--- src/rtl/dmux16_rr_sched_pkg.sv ---
// Shared constants and FSM state type for the dmux16 round-robin scheduler.
package dmux16_rr_sched_pkg;

  localparam int NUM_CH = 16;
  localparam int SEL_W  = 4;

  typedef enum logic [1:0] {
    ST_IDLE    = 2'd0,
    ST_SETUP   = 2'd1,
    ST_ACTIVE  = 2'd2,
    ST_RELEASE = 2'd3
  } sched_state_t;

endpackage

--- src/rtl/dmux16_rr_sched_rr_pick16.sv ---
// Combinational round-robin priority encoder: first set request at or after ptr, wrapping mod 16.
module rr_pick16
  import dmux16_rr_sched_pkg::*;
(
  input  logic [NUM_CH-1:0] req,
  input  logic [SEL_W-1:0]  ptr,
  output logic              any,
  output logic [SEL_W-1:0]  idx
);

  logic [SEL_W-1:0] cand;

  // Scan from the farthest offset down so the closest request to ptr is the last to win.
  always_comb begin
    any  = |req;
    idx  = '0;
    cand = '0;
    for (int i = NUM_CH - 1; i >= 0; i--) begin
      cand = ptr + SEL_W'(i);
      if (req[cand]) idx = cand;
    end
  end

endmodule

--- src/rtl/dmux16_rr_sched.sv ---
// Round-robin scheduler sharing one dmux16 among 16 requesters, with guard/release phases around select changes.
// Optional build macro DMUX16_SCHED_LOCK_EN: the active slot extends while the granted request stays high.
module dmux16_rr_sched
  import dmux16_rr_sched_pkg::*;
#(
  parameter int SLOT_CYCLES  = 8,
  parameter int GUARD_CYCLES = 1
) (
  input  logic              clk,
  input  logic              rst,
  input  logic [NUM_CH-1:0] req,
  input  logic              data_in,
  output logic [SEL_W-1:0]  sel,
  output logic              d0,
  output logic [NUM_CH-1:0] gnt,
  output logic              busy
);

  localparam int CNT_MAX = (SLOT_CYCLES > GUARD_CYCLES) ? SLOT_CYCLES : GUARD_CYCLES;
  localparam int CNT_W   = $clog2(CNT_MAX + 1);
  localparam logic [CNT_W-1:0] SLOT_LAST  = CNT_W'(SLOT_CYCLES - 1);
  localparam logic [CNT_W-1:0] GUARD_LAST = CNT_W'(GUARD_CYCLES - 1);

  sched_state_t      state_q, state_d;
  logic [SEL_W-1:0]  sel_q, sel_d;
  logic [NUM_CH-1:0] gnt_q, gnt_d;
  logic              active_q, active_d;
  logic [CNT_W-1:0]  cnt_q, cnt_d;
  logic [SEL_W-1:0]  ptr_q, ptr_d;
  logic              pick_any;
  logic [SEL_W-1:0]  pick_idx;
  logic              req_hold;

  rr_pick16 u_pick (
    .req (req),
    .ptr (ptr_q),
    .any (pick_any),
    .idx (pick_idx)
  );

  assign req_hold = req[sel_q];

  always_ff @(posedge clk) begin
    if (rst) begin
      state_q  <= ST_IDLE;
      sel_q    <= '0;
      gnt_q    <= '0;
      active_q <= 1'b0;
      cnt_q    <= '0;
      ptr_q    <= '0;
    end else begin
      state_q  <= state_d;
      sel_q    <= sel_d;
      gnt_q    <= gnt_d;
      active_q <= active_d;
      cnt_q    <= cnt_d;
      ptr_q    <= ptr_d;
    end
  end

  always_comb begin
    state_d  = state_q;
    sel_d    = sel_q;
    gnt_d    = gnt_q;
    active_d = active_q;
    cnt_d    = cnt_q;
    ptr_d    = ptr_q;
    unique case (state_q)
      ST_IDLE: begin
        sel_d    = '0;
        gnt_d    = '0;
        active_d = 1'b0;
        if (pick_any) begin
          sel_d   = pick_idx;
          gnt_d   = NUM_CH'(1) << pick_idx;
          cnt_d   = '0;
          state_d = ST_SETUP;
        end
      end
      ST_SETUP: begin
        if (!req_hold) begin
          gnt_d   = '0;
          state_d = ST_RELEASE;
        end else if (cnt_q == GUARD_LAST) begin
          active_d = 1'b1;
          cnt_d    = '0;
          state_d  = ST_ACTIVE;
        end else begin
          cnt_d = cnt_q + 1'b1;
        end
      end
      ST_ACTIVE: begin
        if (!req_hold) begin
          gnt_d    = '0;
          active_d = 1'b0;
          state_d  = ST_RELEASE;
        end else if (cnt_q == SLOT_LAST) begin
`ifdef DMUX16_SCHED_LOCK_EN
          // Counter parks at the last value; the early-drop branch ends the slot.
          cnt_d = cnt_q;
`else
          gnt_d    = '0;
          active_d = 1'b0;
          state_d  = ST_RELEASE;
`endif
        end else begin
          cnt_d = cnt_q + 1'b1;
        end
      end
      ST_RELEASE: begin
        gnt_d    = '0;
        active_d = 1'b0;
        sel_d    = '0;
        ptr_d    = sel_q + SEL_W'(1);
        state_d  = ST_IDLE;
      end
      default: state_d = ST_IDLE;
    endcase
  end

  assign sel  = sel_q;
  assign gnt  = gnt_q;
  assign d0   = data_in & active_q;
  assign busy = (state_q != ST_IDLE);

endmodule

--- config.mk ---
export PLATFORM = sky130hd
export DESIGN_NAME = dmux16_rr_sched
export DESIGN_NICKNAME = d
export VERILOG_FILES = /design/src/rtl/dmux16_rr_sched_pkg.sv /design/src/rtl/dmux16_rr_sched_rr_pick16.sv /design/src/rtl/dmux16_rr_sched.sv
export SDC_FILE = /design/constraint.sdc
export NUM_CORES = 1
export LEC_CHECK = 0
export ABC_AREA = 1
export CORE_AREA = 2 2 87 89
export CTS_CLUSTER_DIAMETER = 120
export DETAILED_ROUTE_END_ITERATION = 6
export DIE_AREA = 0 0 89 91
export GPL_TIMING_DRIVEN = 1
export PLACE_DENSITY = 0.82
export SLEW_MARGIN = 20
export SYNTH_ARGS = -nofsm -noshare
export SYNTH_HDL_FRONTEND = slang
export SYNTH_SLANG_ARGS = --single-unit
--- constraint.sdc ---
create_clock -name clk -period 3.1 [get_ports clk]
set_input_delay 0.93 -clock clk [delete_from_list [all_inputs] [get_ports clk]]
set_output_delay 0.93 -clock clk [all_outputs]
set_load 0.005 [all_outputs]
==> impl_metrics.json <==
{
  "status": "finished, final reports clean",
  "maxCapViolCount": 0,
  "setup_viol": 0,
  "synth_area_um2": 3491,
  "path_max_fanout": 8,
  "die_area_um2": 8099,
  "clock-sinks": 31,
  "num_vias": 4193,
  "ys_seq_area_frac": 0.1778,
  "antenna_found_initial": 0,
  "regArea_um2": 629.4,
  "drv_slew": 0,
  "final_cell_count_no_fill": 780,
  "clock_latency_ns": 0.29,
  "ys_ff_latch": 31,
  "synth_cell_types": 43,
  "netlist_instances": 594,
  "synth_fp_nets": 629,
  "fin_nets": 715,
  "worst_clock_skew_ns": 0.005593,
  "numPortBuffers": 40,
  "grt-ovfl-total": 0,
  "fmax_mhz": 339.6,
  "vdd_drop_max_mv": 0.7214,
  "die_h_um": 91,
  "cpPeakStageDelay_ns": 0.16,
  "fp.dieW_um": 89,
  "hold_viol": 0,
  "cp_data_required_time_ns": 3.33,
  "grt_max_degree": 26,
  "drt_iter0_drc": 350,
  "syn2layout_area_growth_pct": 32.22,
  "postPlaceCellArea_um2": 4275,
  "htreeDepth": 2,
  "period_needed_ns": 2.944,
  "tightest_slew_ns": 0.4426,
  "critical_path.slowest_cell": "nor2_8",
  "coreArea_um2": 7137,
  "post-place-cells": 765,
  "io_pins": 41,
  "wire_per_inst_um": 14.14,
  "critical_path_class": "in2reg",
  "ctsLongestPathBuffers": 2,
  "worstHoldPathType": "reg2reg",
  "cts_hold_buf": 0,
  "fillerInstances": 658,
  "rsz0062_at_grt": "yes",
  "grt.total_usage": 0.2712,
  "rows": 31,
  "multi_input_area_um2": 2670,
  "grt_pass1_vias": 3812,
  "cp-end-kind": "register",
  "tns_ns": 0,
  "n_antenna_cell": 0,
  "clk_pin_slew_ns": 0.07,
  "cts-buffers-inserted": 5,
  "drive_gt1_frac": 0.2628,
  "ys_async_sr_fraction": 0,
  "grt_pass1_wl_mm": 17.66,
  "drc": 0,
  "cp_common_cell": "nand2_1",
  "place.gp.congestion": 0.9852,
  "p_per_area_nw_per_um2": 1054,
  "dr.pass1.iters": 5,
  "hpwl_mm": 8.365,
  "synth_flop_cell": "dfxtp_1",
  "max-slew-margin-rel": 0.7045,
  "p_leak_nw": 2.222,
  "avgSynthCellArea_um2": 5.877,
  "yosysWarnings": 0,
  "cts_tree": "yes",
  "finalInstanceArea_um2": 4616,
  "crit_arrival_ns": 3.17,
  "drtAntennaViolNets": 0,
  "final_util": 0.6467,
  "whs_ns": 0.4684,
  "initial_core_util": 0.4891,
  "cts_root_buffer": "clkbuf_8",
  "wirelength_mm": 11.03,
  "period_share": 0.9498,
  "synth-edff-count": 0,
  "critPathLaunchType": "input port",
  "vias_per_cell": 5.376
}
-- path summary, 6_finish.rpt --
path	slack [ns]	cells after the start	startpoint	to
hold / removal	0.47	2	gnt[7]	gnt[7]
setup reg to reg	0.21	28	ptr_q[1]	gnt[0]
setup / recovery	0.16	27	req[7]	gnt[0]
hold reg to reg	0.47	2	gnt[7]	gnt[7]
-- registers in the layout, summed over array words and instances, names as in the netlist --
name,cells
state_q,2
sel,4
gnt,16
cnt_q,4
ptr_q,4
active_q,1
-- cell usage after synthesis (all sizes together) (2+ instances only) --
cell type,number,area share
o211ai,3,0.0065
o21ai,23,0.035
ha,16,0.057
clkinv,3,0.0032
clkbuf,5,0.0054
nor3,3,0.0043
nor4,2,0.0036
nand2,209,0.24
buf,13,0.031
nand4,3,0.0054
dfxtp,31,0.18
and2,2,0.0036
a21oi,73,0.11
inv,67,0.074
xor2,8,0.032
nor2,38,0.056
nand3,87,0.13
-- worst max-delay path: cells and delay by family --
family	cells	cell delay, ns
compound gates	1	0.14
simple gates	23	1.85
buf+inv	3	0.25
-- power breakdown --
part           internal [mW]  switching [mW]
combinational           1.51            2.35
sequential             0.483           0.109
clock                  0.260           0.160
total                   2.25            2.61
-- final cells by class --
cell class / instances / share of cell area
well taps: 99 / 0.02684
clock inverters: 2 / 0.007590
clock buffers: 6 / 0.01789
repair buffers: 97 / 0.1716
flip-flops and latches: 31 / 0.1364
inverters: 70 / 0.06126
multi-input cells: 475 / 0.5785
-- stage by stage --
stage	total power [mW]	setup slack, ns
global route	5.308	-0.04614
finish	4.863	0.1556
floorplan	3.038	0.05761
global placement	4.013	-0.4362
CTS	4.581	0.04894
detailed placement	4.090	-0.4723
-- layout by cell type, fill, tap and decap left out, types with 5 or more instances in the layout --
cell	n
a21oi_2	11
clkbuf_8	6
inv_2	5
nor2_4	6
nand2_4	7
clkbuf_2	16
a21oi_1	61
o21ai_0	18
nor2_1	29
inv_4	6
clkdlybuf4s50_1	24
nand2_2	28
nand3_2	11
nand2_1	174
dfxtp_1	28
inv_1	55
ha_1	11
nand3_1	76
buf_4	51
-- cell families (layout without fill, tap and decap cells) --
family | after synthesis | count (layout) | synth area share
compound gates | 102 | 102 | 0.1599
xor+xnor | 9 | 9 | 0.03979
fa+ha+maj | 16 | 16 | 0.05735
buf+inv | 88 | 175 | 0.1140
flops | 31 | 31 | 0.1778
simple gates | 348 | 348 | 0.4513
-- timing repair --
action	4_1_cts	5_1_grt
gates resized for setup	24	90
endpoints found under the setup margin	19	22
pin swaps	3	14
setup buffers	1	6
-- routing by layer --
layer,vias to the layer above,wire length [µm],track usage
li1,2097,-,-
met1,1919,4717,0.3445
met2,155,5461,0.4695
met3,22,620,0.04000
met4,0,233,0.07587
met5,-,0,0
(Power assumes the default switching activity.)
